===== src/rtl/line_clear_ctrl.sv =====
// line_clear_ctrl: finds full rows of a landed board, blinks them, then collapses the board
// and publishes it on board_out with a one-cycle done pulse.
module line_clear_ctrl #(
    parameter int ROWS         = 20,
    parameter int COLS         = 10,
    parameter int FLASH_FRAMES = 30,
    parameter int BLINK_FRAMES = 5
) (
    input  logic                 clk,
    input  logic                 clr,
    input  logic                 frame_tick,
    input  logic                 start,
    input  logic [ROWS*COLS-1:0] board_in,
    output logic [ROWS*COLS-1:0] board_out,
    output logic [ROWS*COLS-1:0] flash,
    output logic                 busy,
    output logic                 done,
    output logic [4:0]           lines_cleared
);
    localparam int N  = ROWS * COLS;
    localparam int RW = $clog2(ROWS);
    localparam int TW = $clog2(FLASH_FRAMES + 1);
    localparam int BW = $clog2(BLINK_FRAMES + 1);

    typedef enum logic [2:0] {IDLE, SCAN, FLASH, COLLAPSE, ZERO, DONE} state_t;

    state_t          r_state, w_next;
    logic [N-1:0]    r_work, r_new, w_flash_mask;
    logic [ROWS-1:0] r_full, w_full;
    logic [4:0]      w_cnt;
    logic [RW-1:0]   r_src, r_wptr;
    logic [TW-1:0]   r_ticks;
    logic [BW-1:0]   r_blink;
    logic            r_phase;
    logic            w_blink_wrap;

    always_comb begin
        w_cnt = '0;
        for (int r = 0; r < ROWS; r++) begin
            w_full[r] = &r_work[r*COLS +: COLS];
            w_cnt = w_cnt + 5'(w_full[r]);
        end
    end

    always_comb begin
        w_flash_mask = '0;
        for (int r = 0; r < ROWS; r++)
            w_flash_mask[r*COLS +: COLS] = {COLS{r_full[r]}};
    end

    assign w_blink_wrap = r_blink == BW'(BLINK_FRAMES - 1);

    always_ff @(posedge clk) begin
        if (clr)
            r_state <= IDLE;
        else
            r_state <= w_next;
    end

    always_comb begin
        w_next = r_state;
        case (r_state)
            IDLE:     w_next = start ? SCAN : IDLE;
            SCAN:     w_next = (w_full == '0) ? DONE : FLASH;
            FLASH:    w_next = (frame_tick && r_ticks == TW'(FLASH_FRAMES - 1)) ? COLLAPSE : FLASH;
            COLLAPSE: w_next = (r_src == '0) ? ZERO : COLLAPSE;
            ZERO:     w_next = (r_wptr == '0) ? DONE : ZERO;
            DONE:     w_next = IDLE;
            default:  w_next = IDLE;
        endcase
    end

    always_comb begin
        busy  = r_state != IDLE;
        flash = (r_state == FLASH && r_phase) ? w_flash_mask : '0;
    end

    // done is registered so it coincides with board_out already holding the result
    always_ff @(posedge clk) begin
        if (clr) begin
            r_work        <= '0;
            r_new         <= '0;
            board_out     <= '0;
            r_full        <= '0;
            lines_cleared <= '0;
            r_src         <= '0;
            r_wptr        <= '0;
            r_ticks       <= '0;
            r_blink       <= '0;
            r_phase       <= 1'b0;
            done          <= 1'b0;
        end else begin
            done <= r_state == DONE;
            case (r_state)
                IDLE: if (start) r_work <= board_in;
                SCAN: begin
                    r_full        <= w_full;
                    lines_cleared <= w_cnt;
                    r_ticks       <= '0;
                    r_blink       <= '0;
                    r_phase       <= 1'b1;
                    r_src         <= RW'(ROWS - 1);
                    r_wptr        <= RW'(ROWS - 1);
                end
                FLASH: if (frame_tick) begin
                    r_ticks <= r_ticks + 1'b1;
                    r_blink <= w_blink_wrap ? '0 : r_blink + 1'b1;
                    if (w_blink_wrap) r_phase <= ~r_phase;
                end
                COLLAPSE: begin
                    if (!r_full[r_src]) begin
                        r_new[r_wptr*COLS +: COLS] <= r_work[r_src*COLS +: COLS];
                        r_wptr <= r_wptr - 1'b1;
                    end
                    if (r_src != '0) r_src <= r_src - 1'b1;
                end
                ZERO: begin
                    r_new[r_wptr*COLS +: COLS] <= '0;
                    if (r_wptr != '0) r_wptr <= r_wptr - 1'b1;
                end
                DONE: board_out <= (lines_cleared == '0) ? r_work : r_new;
                default: ;
            endcase
        end
    end
endmodule


===== config.mk =====
export PLATFORM = sky130hd
export DESIGN_NAME = line_clear_ctrl
export DESIGN_NICKNAME = d
export VERILOG_FILES = /design/src/rtl/line_clear_ctrl.sv
export SDC_FILE = /design/constraint.sdc
export NUM_CORES = 2
export LEC_CHECK = 0
export BUFFER_PORTS_ARGS = -buffer_cell sky130_fd_sc_hd__buf_2
export CAP_MARGIN = 20
export CORE_UTILIZATION = 54
export CTS_CLUSTER_DIAMETER = 150
export DETAILED_ROUTE_END_ITERATION = 10
export PLACE_DENSITY_LB_ADDON = 0.2
export RECOVER_POWER = 100
export SLEW_MARGIN = 40
export SYNTH_ARGS = -nofsm -noshare
export SYNTH_HDL_FRONTEND = slang
export SYNTH_SLANG_ARGS = --single-unit

===== constraint.sdc =====
create_clock -name clk -period 7.9 [get_ports clk]
set_input_delay 0.395 -clock clk [delete_from_list [all_inputs] [get_ports clk]]
set_output_delay 0.395 -clock clk [all_outputs]
set_load 0.01 [all_outputs]

==> impl_results.md <==
- Status: complete, but fails checks
- Failing checks: max-capacitance violations, max-slew violations
- Crit-path cells: clkbuf_1 > inv_1 > mux2i_1 > a211oi_1 > a21oi_1 > o32ai_1 > a21oi_1 > o41ai_1
- Psw: 0.00815 W
- Via-per-instance ratio: 6.37
- Rows: 88
- Top FF cell, synth: dfxtp_1
- Fmax: 0.144 GHz
- Worst relative slew slack: -192%
- R2R setup slack: 0.96 ns
- Synthesized area per cell: 8.58 µm²
- First-pass GRT wire length: 189000 µm
- Final Util: 62.5%
- Switching share of power: 51.2%
- Fin cells: 4869
- Post-synth top area share: 40.5%
- Gr ovfl total: 0
- Worst r2r path cells: 8
- Hold depth: 3
- Final hold viol count: 0
- Critical Path Sink Type: flip-flop
- Synthesized flop and latch total: 648
- Critical Path Max Stage Delay: 2.05 ns
- Crit path arrival time: 7.37 ns
- Area of the mapped netlist: 32000 µm²
- DRT antenna net count: 0
- Synth async-reset ratio: 0%
- Least-Margin Pin Slew: 4.38 ns
- FF-to-FF Start: r_src[1]
- Die Ht: 245 µm
- Worst setup path class: reg2reg
- Router iterations before antenna repair: 9
- Ys Warns: 0
- Final setup skew: 0.0198 ns
- Number of global-route vias before repair: 27800
- Worst Min Path Start: board_in[121]
- Most common cell on crit path: a21oi_1
- Area grow syn2layout: 13.6%
- DRC errors left: 0
- Core ar.: 58100 µm²
- Post-synthesis cell type with the largest combined area: dfxtp_1
- CTS clk-pin slew, worst paths: 0.06 ns
- Inst Count DP: 4709
- H-tree depth: 3
- CP startpoint kind: flip-flop
- Max Cap Viol: 9
- CTS Sinks: 648
- PD cells: 438 nW/µm²
- Initial Util: 55.0%
- CP Data Required Time: 8.33 ns
- Setup TNS: 0 ns
- CTS root buffer: clkbuf_16
- Die Area: 60200 µm²
- Top cells by count, synth: 692 x nand2_1, 648 x dfxtp_1, 317 x mux2i_1
- Synth top area cells: dfxtp_1 41%, mux2i_1 9.9%, nand2_1 8.1%
- Final setup viols: 0
- Worst r2r dst: r_new[26]
- Count leader, synth: nand2_1
- Clock buffer depth: 3
- RSZ-0062 raised after global routing: false
- Internal power: 0.00778 W
- Largest net degree at the start of global routing: 223
- Critical path buffers and inverters: 2
- Combinational power share: 52.6%
- Critical path peak fanout: 36
- IO buf count: 610
- Cell family with most CP delay: compound AO/OA/AOI/OAI gates
- Initial antenna violation count: 5
- CTS tree: done
- Clock share of power: 21.6%
- Post-synth EDFFs: 0
- WL final: 133000 µm
- Post-route clock period utilization: 87.9%
- Die Width: 245 µm
- Total CTS buffers: 69
- Synth Net Count: 3971
- Worst vdd ir: 0.383 mV
- Yosys cell types: 89
- I/O Pins: 611
- Gpl congestion: 1.08
- Avg WL per Cell: 27.3 µm
- Tot GR Track Use: 42.7%
- Via count: 31000
- Worst hold endpoint: r_work[121]
- Pleak: 13.3 nW
- NumNets Final: 4289
- Period minus WS final: 6.94 ns
- Cells after Synth: 3731
- Hold/Removal Path Class: in2reg
- Clk_lat worst skew: 0.63 ns
- Post-synthesis sequential area ratio: 40.5%
- Slew Viols, Final: 467
- DR iter-0 viols: 3275
- Slowest CP cell: clkbuf_1
- Share of layout cells above drive strength 1: 11.6%
- Post-CTS Setup Repair Bufs: 0
- Power Total: 0.0159 W
- DP Wirelength: 99300 µm
- Reg power frac: 25.8%
[placed cells by master, fill, tap and decap left out, types with 37 or more instances in the layout]
cell,netlist,final
mux2i_1,317,317
a21oi_1,268,265
clkbuf_16,0,69
nand2_1,692,690
buf_2,10,204
o21ai_0,39,42
nor2_1,310,303
inv_1,50,49
clkbuf_1,238,432
buf_4,183,40
nor3_1,82,75
o31ai_1,37,37
mux4_2,46,46
nand4_1,67,67
dfxtp_1,648,646
a211oi_1,220,221
nand3_1,60,60
[worst register-to-register path: stages (launching register included)]
cell and delay (ns):
dfxtp_1 0.38, clkbuf_1 2.05, inv_1 0.65, mux2i_1 0.68, a211oi_1 0.35, a21oi_1 0.59
o32ai_1 0.19, a21oi_1 1.56, o41ai_1 0.30
[registers in the layout (all words and copies together), names as in the netlist]
register	count
r_blink	3
r_wptr	5
board_out	200
r_work	200
done	1
r_phase	1
r_ticks	5
r_new	200
lines_cleared	5
r_full	20
r_src	5
r_state	3
[layer usage]
layer	GRT usage, %	share of wire [%]	wire [µm]
met1	57.5	40	52800
met2	63.9	43	57600
met3	8.49	11	14100
met4	24.0	6.3	8310
met5	0	0	0
[area by class of cell]
class	count	area [µm²]
clock inverter	23	359
antenna	3	7.51
inverter	51	196
timing repair buffer	707	3400
sequential	648	13000
clock buffer	100	2030
tap	765	957
fill	5306	21800
multi-input combinational	2572	16400
[logic make-up after synthesis]
group,synth area share [%]
muxes,13.2
DFF,40.5
and+or+nand+nor,18.5
adders and majority gates,1.76
AOI/OAI and AO/OA,17.1
buffers and inverters,8.45
xor gates and xnor gates,0.434
[what timing repair did]
action | 4_1_cts | 5_1_grt
hold endpoints to repair | 32 | 0
hold buffers | 32 | 0
gates resized for setup | 0 | 0
setup endpoints to repair | 0 | 0
[stage by stage]
| stage | instance area, µm² | setup WS, ns | hold slack [ns] |
|---|---|---|---|
| floorplan | 32000 | 3.63 | 0.431 |
| global placement | 34100 | 2.80 | 0.446 |
| detailed placement | 34200 | 2.69 | 0.448 |
| CTS | 36900 | 2.68 | 0.000506 |
| global route | 36300 | 1.14 | 0.0176 |
| finish | 36300 | 0.959 | 0.0138 |
[power groups by stage]
stage               logic [W]  registers (W)  clock network, W
finish                0.00838        0.00411           0.00344
global route          0.00851        0.00414           0.00359
CTS                   0.00799        0.00408           0.00345
detailed placement    0.00796        0.00415                 0
global placement      0.00797        0.00417                 0
floorplan             0.00466        0.00405                 0
[how the worst max path moves through the flow]
stage	from	to	cells past startpoint
global route	r_src[1]	r_new[26]	8
finish	r_src[1]	r_new[26]	8
CTS	r_wptr[1]	r_new[168]	14
detailed placement	r_wptr[1]	r_new[168]	14
floorplan	r_work[137]	lines_cleared[2]	15
global placement	r_wptr[1]	r_new[168]	14
Note: power is estimated with default switching activity, not from simulation.
